<file path="src/rtl/alm_err_sweep_monitor.sv">
// -----------------------------------------------------------------------------
// alm_err_sweep_monitor
//
// Purpose
//   On-chip error characterisation for an approximate multiplier. The block
//   drives every DWIDTH x DWIDTH operand pair into a multiplier under test, A as
//   the outer loop. It captures the product DUT_LAT cycles later and compares it
//   with the exact product computed here. It accumulates error-distance
//   statistics so the host can derive NMED:
//     NMED = o_err_sum / (2^(2*DWIDTH) * (2^DWIDTH-1)^2)
//
// Parameters
//   DWIDTH     operand width; one sweep issues N = 2^(2*DWIDTH) pairs
//   DUT_LAT    cycles from an o_a/o_b change to the matching i_z (0..7)
//   ACC_WIDTH  width of the saturating error-sum accumulator
//
// Ports
//   i_clk      clock, rising edge
//   i_rst_n    asynchronous active-low reset
//   i_start    start request, only honoured while idle
//   o_busy     high while pairs are issued or in flight
//   o_done     one-cycle pulse; statistics are final while it is high
//   o_a, o_b   operands presented to the multiplier under test
//   i_z        product from the multiplier under test
//   o_err_sum  saturating sum of |exact - i_z|
//   o_err_max  largest single |exact - i_z|
//   o_err_cnt  number of pairs with i_z != exact
//   o_worst_a  A operand of the first pair that reached o_err_max
//   o_worst_b  B operand of the first pair that reached o_err_max
// -----------------------------------------------------------------------------
module alm_err_sweep_monitor #(
  parameter int DWIDTH    = 8,
  parameter int DUT_LAT   = 0,
  parameter int ACC_WIDTH = 32
) (
  input  logic                  i_clk,
  input  logic                  i_rst_n,
  input  logic                  i_start,
  output logic                  o_busy,
  output logic                  o_done,
  output logic [DWIDTH-1:0]     o_a,
  output logic [DWIDTH-1:0]     o_b,
  input  logic [2*DWIDTH-1:0]   i_z,
  output logic [ACC_WIDTH-1:0]  o_err_sum,
  output logic [2*DWIDTH-1:0]   o_err_max,
  output logic [2*DWIDTH:0]     o_err_cnt,
  output logic [DWIDTH-1:0]     o_worst_a,
  output logic [DWIDTH-1:0]     o_worst_b
);

  localparam int PW = 2 * DWIDTH;
  // Sum width wide enough that a single addition can never wrap before the
  // clamp decision, even if ACC_WIDTH is narrower than one error value.
  localparam int SW = ((ACC_WIDTH > PW) ? ACC_WIDTH : PW) + 1;

  localparam logic [1:0] ST_IDLE  = 2'd0;
  localparam logic [1:0] ST_SWEEP = 2'd1;
  localparam logic [1:0] ST_DRAIN = 2'd2;
  localparam logic [1:0] ST_DONE  = 2'd3;

  // Last drain cycle index; unused when DUT_LAT is 0 because DRAIN is skipped.
  localparam logic [2:0] DRAIN_LAST = 3'((DUT_LAT > 0) ? DUT_LAT - 1 : 0);

  logic [1:0]    state;
  logic [PW-1:0] cnt;        // pair index; its halves are the operands
  logic [2:0]    drain_cnt;

  logic          start_ok;
  logic          issue_vld;
  logic          last_pair;

  // Capture side: the pair whose product is on i_z in this cycle.
  logic          cap_vld;
  logic [PW-1:0] cap_exact;
  logic [DWIDTH-1:0] cap_a;
  logic [DWIDTH-1:0] cap_b;

  logic [PW-1:0] exact_now;
  logic [PW-1:0] err;
  logic [SW-1:0] sum_ext;
  logic [ACC_WIDTH-1:0] sum_next;

  // The operands are the counter itself, so they hold all-ones through DRAIN
  // and DONE and read 0 whenever the block is idle.
  assign o_a       = cnt[PW-1:DWIDTH];
  assign o_b       = cnt[DWIDTH-1:0];
  assign o_busy    = (state == ST_SWEEP) || (state == ST_DRAIN);
  assign o_done    = (state == ST_DONE);

  assign start_ok  = (state == ST_IDLE) && i_start;
  assign issue_vld = (state == ST_SWEEP);
  assign last_pair = &cnt;
  assign exact_now = PW'(o_a) * PW'(o_b);

  // ---------------------------------------------------------------------------
  // Sequencer
  // ---------------------------------------------------------------------------
  // NOTE: state registers use non-blocking assignments so every always_ff
  // samples the pre-edge values of its neighbours regardless of block order.
  always_ff @(posedge i_clk or negedge i_rst_n) begin
    if (!i_rst_n) begin
      state     <= ST_IDLE;
      cnt       <= '0;
      drain_cnt <= '0;
    end else begin
      case (state)
        ST_IDLE: begin
          if (i_start) begin
            state <= ST_SWEEP;
            cnt   <= '0;
          end
        end
        ST_SWEEP: begin
          if (last_pair) begin
            // A combinational multiplier has nothing in flight, so there is
            // no drain phase.
            state     <= (DUT_LAT == 0) ? ST_DONE : ST_DRAIN;
            drain_cnt <= '0;
          end else begin
            cnt <= cnt + PW'(1);
          end
        end
        ST_DRAIN: begin
          if (drain_cnt == DRAIN_LAST) begin
            state <= ST_DONE;
          end else begin
            drain_cnt <= drain_cnt + 3'd1;
          end
        end
        default: begin
          state <= ST_IDLE;
          cnt   <= '0;
        end
      endcase
    end
  end

  // ---------------------------------------------------------------------------
  // Valid / exact-product shift line aligning reference with i_z
  // ---------------------------------------------------------------------------
  generate
    if (DUT_LAT == 0) begin : g_no_pipe
      assign cap_vld   = issue_vld;
      assign cap_exact = exact_now;
      assign cap_a     = o_a;
      assign cap_b     = o_b;
    end else begin : g_pipe
      logic              pipe_vld   [DUT_LAT];
      logic [PW-1:0]     pipe_exact [DUT_LAT];
      logic [DWIDTH-1:0] pipe_a     [DUT_LAT];
      logic [DWIDTH-1:0] pipe_b     [DUT_LAT];

      // NOTE: this small array is reset on purpose so a reset mid-sweep
      // cannot leave stale valid entries that would be captured later; large
      // data memories would normally be left unreset and qualified instead.
      always_ff @(posedge i_clk or negedge i_rst_n) begin
        if (!i_rst_n) begin
          for (int i = 0; i < DUT_LAT; i++) begin
            pipe_vld[i]   <= 1'b0;
            pipe_exact[i] <= '0;
            pipe_a[i]     <= '0;
            pipe_b[i]     <= '0;
          end
        end else begin
          pipe_vld[0]   <= issue_vld;
          pipe_exact[0] <= exact_now;
          pipe_a[0]     <= o_a;
          pipe_b[0]     <= o_b;
          for (int i = 1; i < DUT_LAT; i++) begin
            pipe_vld[i]   <= pipe_vld[i-1];
            pipe_exact[i] <= pipe_exact[i-1];
            pipe_a[i]     <= pipe_a[i-1];
            pipe_b[i]     <= pipe_b[i-1];
          end
        end
      end

      assign cap_vld   = pipe_vld[DUT_LAT-1];
      assign cap_exact = pipe_exact[DUT_LAT-1];
      assign cap_a     = pipe_a[DUT_LAT-1];
      assign cap_b     = pipe_b[DUT_LAT-1];
    end
  endgenerate

  // ---------------------------------------------------------------------------
  // Error distance and saturating sum
  // ---------------------------------------------------------------------------
  // NOTE: every signal written here gets a value before any branch, so no
  // path can leave one unassigned and infer a latch.
  always_comb begin
    err     = '0;
    sum_ext = '0;
    if (cap_exact >= i_z) begin
      err = cap_exact - i_z;
    end else begin
      err = i_z - cap_exact;
    end
    sum_ext  = SW'(o_err_sum) + SW'(err);
    sum_next = (|sum_ext[SW-1:ACC_WIDTH]) ? '1 : sum_ext[ACC_WIDTH-1:0];
  end

  // ---------------------------------------------------------------------------
  // Statistics
  // ---------------------------------------------------------------------------
  always_ff @(posedge i_clk or negedge i_rst_n) begin
    if (!i_rst_n) begin
      o_err_sum <= '0;
      o_err_max <= '0;
      o_err_cnt <= '0;
      o_worst_a <= '0;
      o_worst_b <= '0;
    end else if (start_ok) begin
      o_err_sum <= '0;
      o_err_max <= '0;
      o_err_cnt <= '0;
      o_worst_a <= '0;
      o_worst_b <= '0;
    end else if (cap_vld) begin
      o_err_sum <= sum_next;
      if (err != '0) begin
        o_err_cnt <= o_err_cnt + (PW+1)'(1);
      end
      // Strict comparison: on a tie the earlier pair stays the worst case.
      if (err > o_err_max) begin
        o_err_max <= err;
        o_worst_a <= cap_a;
        o_worst_b <= cap_b;
      end
    end
  end

endmodule

</file>
<file path="config.mk">
export PLATFORM = sky130hd
export DESIGN_NAME = alm_err_sweep_monitor
export DESIGN_NICKNAME = d
export VERILOG_FILES = /design/src/rtl/alm_err_sweep_monitor.sv
export SDC_FILE = /design/constraint.sdc
export NUM_CORES = 1
export LEC_CHECK = 0
export ABC_AREA = 1
export CAP_MARGIN = 20
export CORE_MARGIN = 3
export CORE_UTILIZATION = 45
export DETAILED_ROUTE_END_ITERATION = 16
export PLACE_DENSITY = 0.79
export REMOVE_ABC_BUFFERS = 1
export SLEW_MARGIN = 10
export SYNTH_ARGS = -nofsm -noshare
export SYNTH_HDL_FRONTEND = slang
export SYNTH_SLANG_ARGS = --single-unit
</file>
<file path="constraint.sdc">
create_clock -name i_clk -period 7.1 [get_ports i_clk]
set_input_delay 1.42 -clock i_clk [delete_from_list [all_inputs] [get_ports i_clk]]
set_output_delay 1.42 -clock i_clk [all_outputs]
set_load 0.02 [all_outputs]
</file>
* Word-level counts from Yosys, hierarchy flattened *
Index checks and enable logic that the tools add are counted.
Widths: inputs -> output; s select.

operators by class
  bitwise logic cells = 1
  multiply operators = 1
  equality and inequality tests = 8
  multiplexer cells = 26
  magnitude comparators = 2
  reduce and logical (&&, ||, !) cells = 15
  shift operators = 0
  $add $sub $neg = 6
  divide/modulo/power cells = 0

operators by type and width
  operator               number
  $mux 16                6
  $mux 32                3
  $mux 17                3
  $mux 8                 6
  $pmux 16 s3            1
  $add 32x16->33         1
  $sub 16x16->16         2
  $add 17x1->17 const B  1
  $add 16x1->16 const B  1
  $ge 16x16->1           1
  $gt 16x16->1           1
  $mul 8x8->16           1
  $reduce_and 16->1      1
  $reduce_bool 16->1     1
  $reduce_and 3->1       3
  $ne 2x2->1 const B     4
  $reduce_bool 2->1      4
  $mux 2                 3
  $mux 3                 2
  $pmux 2 s3             1
  $pmux 3 s2             1
  $eq 2x2->1 const B     2
  $reduce_and 2->1       2
  $add 3x1->3 const B    1
  7 further kinds        7

storage, ports and cells
  register bits = 102
  memories = 0
  RAM bits = 0
  logic and storage cells = 67
  bits in latches = 0
  bits in read-only memories = 0
  input bits = 19

* Depth between registers and ports, before layout *
  word-level depth = 7
  depth in mapped cells = 45
  mapped depth without buffers = 43

* Least setup slack after synthesis *
OpenSTA, ideal clock, no wires.

  path type = reg2reg
  start point = register cnt[8]
  end point = register o_err_sum[11]
  slack = -0.429 ns
  path buffers = 3
  cell stages (with the launch flop) = 41
  clock period less this slack = 7.529 ns
  arrival time = 7.463 ns
  cell sequence = dfrtp_1 clkbuf_1 nand2_1 fa_1 fa_1 inv_1 fa_1 inv_1 fa_1 inv_1 ha_1 inv_1 nor3_1 a21oi_1 o21ai_0 a21oi_1 o21bai_1 xor2_1 (+5 left out) nand2_4 nand2_4 buf_6 nand2_2 nand2_2 inv_1 ha_1 nand2_1 o21ai_1 a21oi_1 o21bai_1 nand2_1 o21ai_2 nand3_2 inv_1 clkbuf_1 o21ai_0 nand2_1

between the ends
  longest elaborated chain between the ends = 7
  elaborated cells between the ends (all ways) = 9
  classes of those cells = 3 x add/sub; 1 x mul; 1 x order compare; 4 x mux

RTL lines
  element                                       line  text
  from (decl)                                   65    logic [PW-1:0] cnt;
  from (signal assigned)                        120   cnt <= cnt + PW'(1);
  $mul 8x8->16 (*)                              93    assign exact_now = PW'(o_a) * PW'(o_b);
  $sub 16x16->16, or another cell as far along  196   err = i_z - cap_exact;
  $mux 16 (*)                                   193   if (cap_exact >= i_z) begin
  $add 32x16->33 (*)                            198   sum_ext = SW'(o_err_sum) + SW'(err);
  $mux 32 (*)                                   199   sum_next = (|sum_ext[SW-1:ACC_WIDTH]) ? '1 : sum_ext[ACC_WIDTH-1:0];
  $mux 32 (*)                                   218   end else if (cap_vld) begin
  $mux 32 (*)                                   212   end else if (start_ok) begin
  to (signal assigned)                          219   o_err_sum <= sum_next;
  to (decl)                                     44    output logic [ACC_WIDTH-1:0] o_err_sum,

Mark *: on every way between the ends. The rest lies on a longest branch, timed or not. The select of a mux whose other input is x is not followed.
A chain may end at the register's enable or synchronous reset.

* Worst setup path after layout *
  start point = register cnt[13]
  end point = register o_err_sum[17]

The elaborated chain is that of the path after synthesis.

==> flow_metrics.tcl <==
set metrics [dict create \
    die_w_microns 161 \
    end_kind "flip-flop" \
    nNetsFinal 2052 \
    cp-start-kind "flip-flop" \
    cp_slowest_cell "fa_1" \
    yosys_most_used_dff "dfrtp_1" \
    hold_depth 2 \
    grt_setup_unrepaired "true" \
    fmax_mhz 140 \
    ir_drop_v 0.000233 \
    postCtsHoldBufs 0 \
    drtIter0Drc 1094 \
    root_buffer "clkbuf_16" \
    cp_num_cells 38 \
    cpPeakStageDelay_ns 0.53 \
    failed_checks "setup timing" \
    fillerInstances 1762 \
    crit_fanout 8 \
    core-area_sq_um 23100 \
    required_ns 7.38 \
    vias_per_cell 5.42 \
    overflow 0 \
    antenna_found_initial 0 \
    cts.clk_slew.worst_paths_ns 0.08 \
    die_y_microns 161 \
    grt_pass1_wl_mm 54.0 \
    io_pins 118 \
    cp_common_cell "fa_1" \
    critPathKind "flip-flop to flip-flop" \
    reg2regPathDepth 38 \
    setup_viol 3 \
    netlist_instances 1605 \
    period_share_pct 100 \
    place_congestion 0.916 \
    syn_to_final_growth_pct 42.3 \
    maxCapViolations 0 \
    cellPowerDensity_nw_per_um2 257 \
    avgSynthCellArea_sq_um 6.70 \
    die-area_sq_um 25800 \
    fin_util_pct 66.3 \
    via_count 11938 \
    wire_per_inst_microns 16.6 \
    synth.yosys.warnings 0 \
    row_count 55 \
    fin_crit_ns 7.12 \
    drc 0 \
    finalHoldViolations 0 \
    worst_pin_slew_ns 0.770 \
    leakage_uw 0.00807 \
    grt_pass1_vias 11364 \
    cts_tree "yes" \
    synth_edf_count 0 \
    htreeDepth 3 \
    grt_use_total_pct 25.2 \
    synth_cell_type_count 44 \
    path_delay_family "adder cells" \
    async_flop_share_pct 100 \
    tns_ns -0.0370 \
    place_hpwl_mm 24.4 \
    drive_above_1_share_pct 24.9 \
    arrival_ns 7.41 \
    dr.pass1.iters 5 \
    clock_sinks 102 \
    yosysSeqAreaShare_pct 23.7 \
    status "finished with violations" \
    clk_latency_ns 0.36 \
    start_util_pct 46.6 \
    cts_inserted_buffers 9 \
    layout_setup_ws_ns -0.0247 \
    ys_seq_elements 102 \
    syn_area_sq_um 10700 \
    hold_path_class "flip-flop to flip-flop" \
    layout_commonest_cell "nand2_1" \
    grt_start_max_net_pins 59 \
    cts_buffer_depth 2 \
    final_antenna_net_count 0 \
    maxSlewViolCount 0 \
    final_cell_mix "415 x nand2_1, 305 x inv_1, 171 x buf_4" \
    antennaDiodeCount 0 \
    drt_wl_total_mm 36.6 \
    register_area_sq_um 2560 \
    maxSlewHeadroom_pct 48.7 \
    finClkSkew_ns 0.0103 \
    multi_input_area_sq_um 7940 \
    port_buffers 117 \
    path_buf_inv 9 \
]
-- where the power goes --
part	internal, uW	switching, uW
registers	725	167
clock network	279	246
logic	1080	1430
total	2080	1840
-- what timing repair did --
action	4_1_cts	5_1_grt
buffers inserted	18	19
gates resized for setup	121	226
cloned	4	4
pin swaps	46	94
endpoints found under the setup margin	64	71
-- worst paths after layout --
check | slack, ns | from | endpoint
max | -0.02 | cnt[13] | o_err_sum[17]
min | 0.53 | o_worst_a[5] | o_worst_a[5]
max reg2reg | -0.02 | cnt[13] | o_err_sum[17]
min reg2reg | 0.53 | o_worst_a[5] | o_worst_a[5]
max in group asynchronous | 4.81 | i_rst_n | cnt[12]
min in group asynchronous | 1.05 | i_rst_n | o_err_cnt[11]
-- worst reg2reg max path: cells and delay by family (launching register included) --
kind / cells / cell delay, ns
AO/OA/AOI/OAI: 7 / 0.88
XOR/XNOR: 1 / 0.29
flip-flops: 1 / 0.45
buffers and inverters: 9 / 0.92
adder cells (fa/ha/maj): 7 / 2.90
AND/OR/NAND/NOR: 14 / 1.59
-- sequential cells by signal, summed over array words and instances (netlist names) --
register,count
cnt,16
drain_cnt,3
o_err_cnt,17
o_err_max,16
o_err_sum,32
o_worst_a,8
o_worst_b,8
state,2
-- layout make-up --
type | count | share of cell area (%)
multi-input combinational | 1125 | 51.9
tap | 313 | 2.56
inverter | 340 | 8.47
timing repair buffer | 308 | 18.3
clock inverter | 6 | 0.532
sequential | 102 | 16.7
clock buffer | 9 | 1.47
-- metrics by stage --
step | setup slack (ns) | instances | total power, uW | cell area [sq um] | hold slack, ns
final | -0.0247 | 2203 | 3930 | 15300 | 0.534
after global routing | -0.335 | 2203 | 4140 | 15300 | 0.561
after CTS | 0.000359 | 2184 | 3480 | 14300 | 0.520
after detailed placement | -0.463 | 2147 | 2740 | 13300 | 0.507
after global placement | -0.218 | 2147 | 2700 | 13300 | 0.500
after floorplan | -0.339 | 1566 | 1890 | 10600 | 0.531
-- logic make-up (layout without fill, tap and decap cells) --
| logic type | Yosys count | in the layout | synth area share [%] |
|---|---|---|---|
| XOR/XNOR | 44 | 44 | 3.59 |
| adder cells (fa/ha/maj) | 147 | 147 | 19.8 |
| flip-flops | 102 | 102 | 23.7 |
| buffers and inverters | 379 | 663 | 13.5 |
| AO/OA/AOI/OAI | 209 | 209 | 10.5 |
| AND/OR/NAND/NOR | 724 | 725 | 28.8 |
-- routing by layer --
metal	wire, microns	global-route usage (%)	vias up
li1	-	-	5564
met1	14400	32.0	5648
met2	17900	43.2	580
met3	2670	4.23	146
met4	1560	8.84	0
met5	0	0	-
-- cells in the mapped netlist (2+ instances only) --
library cell    n  area (sq um)
a211oi_1        3          22.5
a21o_1          6          45.0
a21oi_1        79           395
a21oi_2         2          17.5
a31oi_1         3          18.8
and2_1          4          25.0
buf_1           2          7.51
buf_2           3          15.0
buf_4           2          15.0
buf_6           2          22.5
clkbuf_1       30           113
dfrtp_1       102          2550
fa_1           39           781
ha_1          108          1350
inv_1         334          1250
inv_2           5          18.8
nand2_1       459          1720
nand2_2        10          62.6
nand2_4         3          33.8
nand3_1       105           526
nand3_2         4          40.0
nand4_1        14          87.6
nor2_1         69           259
nor2_2          4          25.0
nor3_1         33           165
nor3b_1         2          15.0
nor4_1          7          43.8
o21a_1          3          22.5
o21ai_0        86           430
o21bai_1        7          52.6
o22ai_1        17           106
or2_2           4          25.0
xnor2_1        10          87.6
xor2_1         34           298
Note: power is estimated with default switching activity, not from simulation.
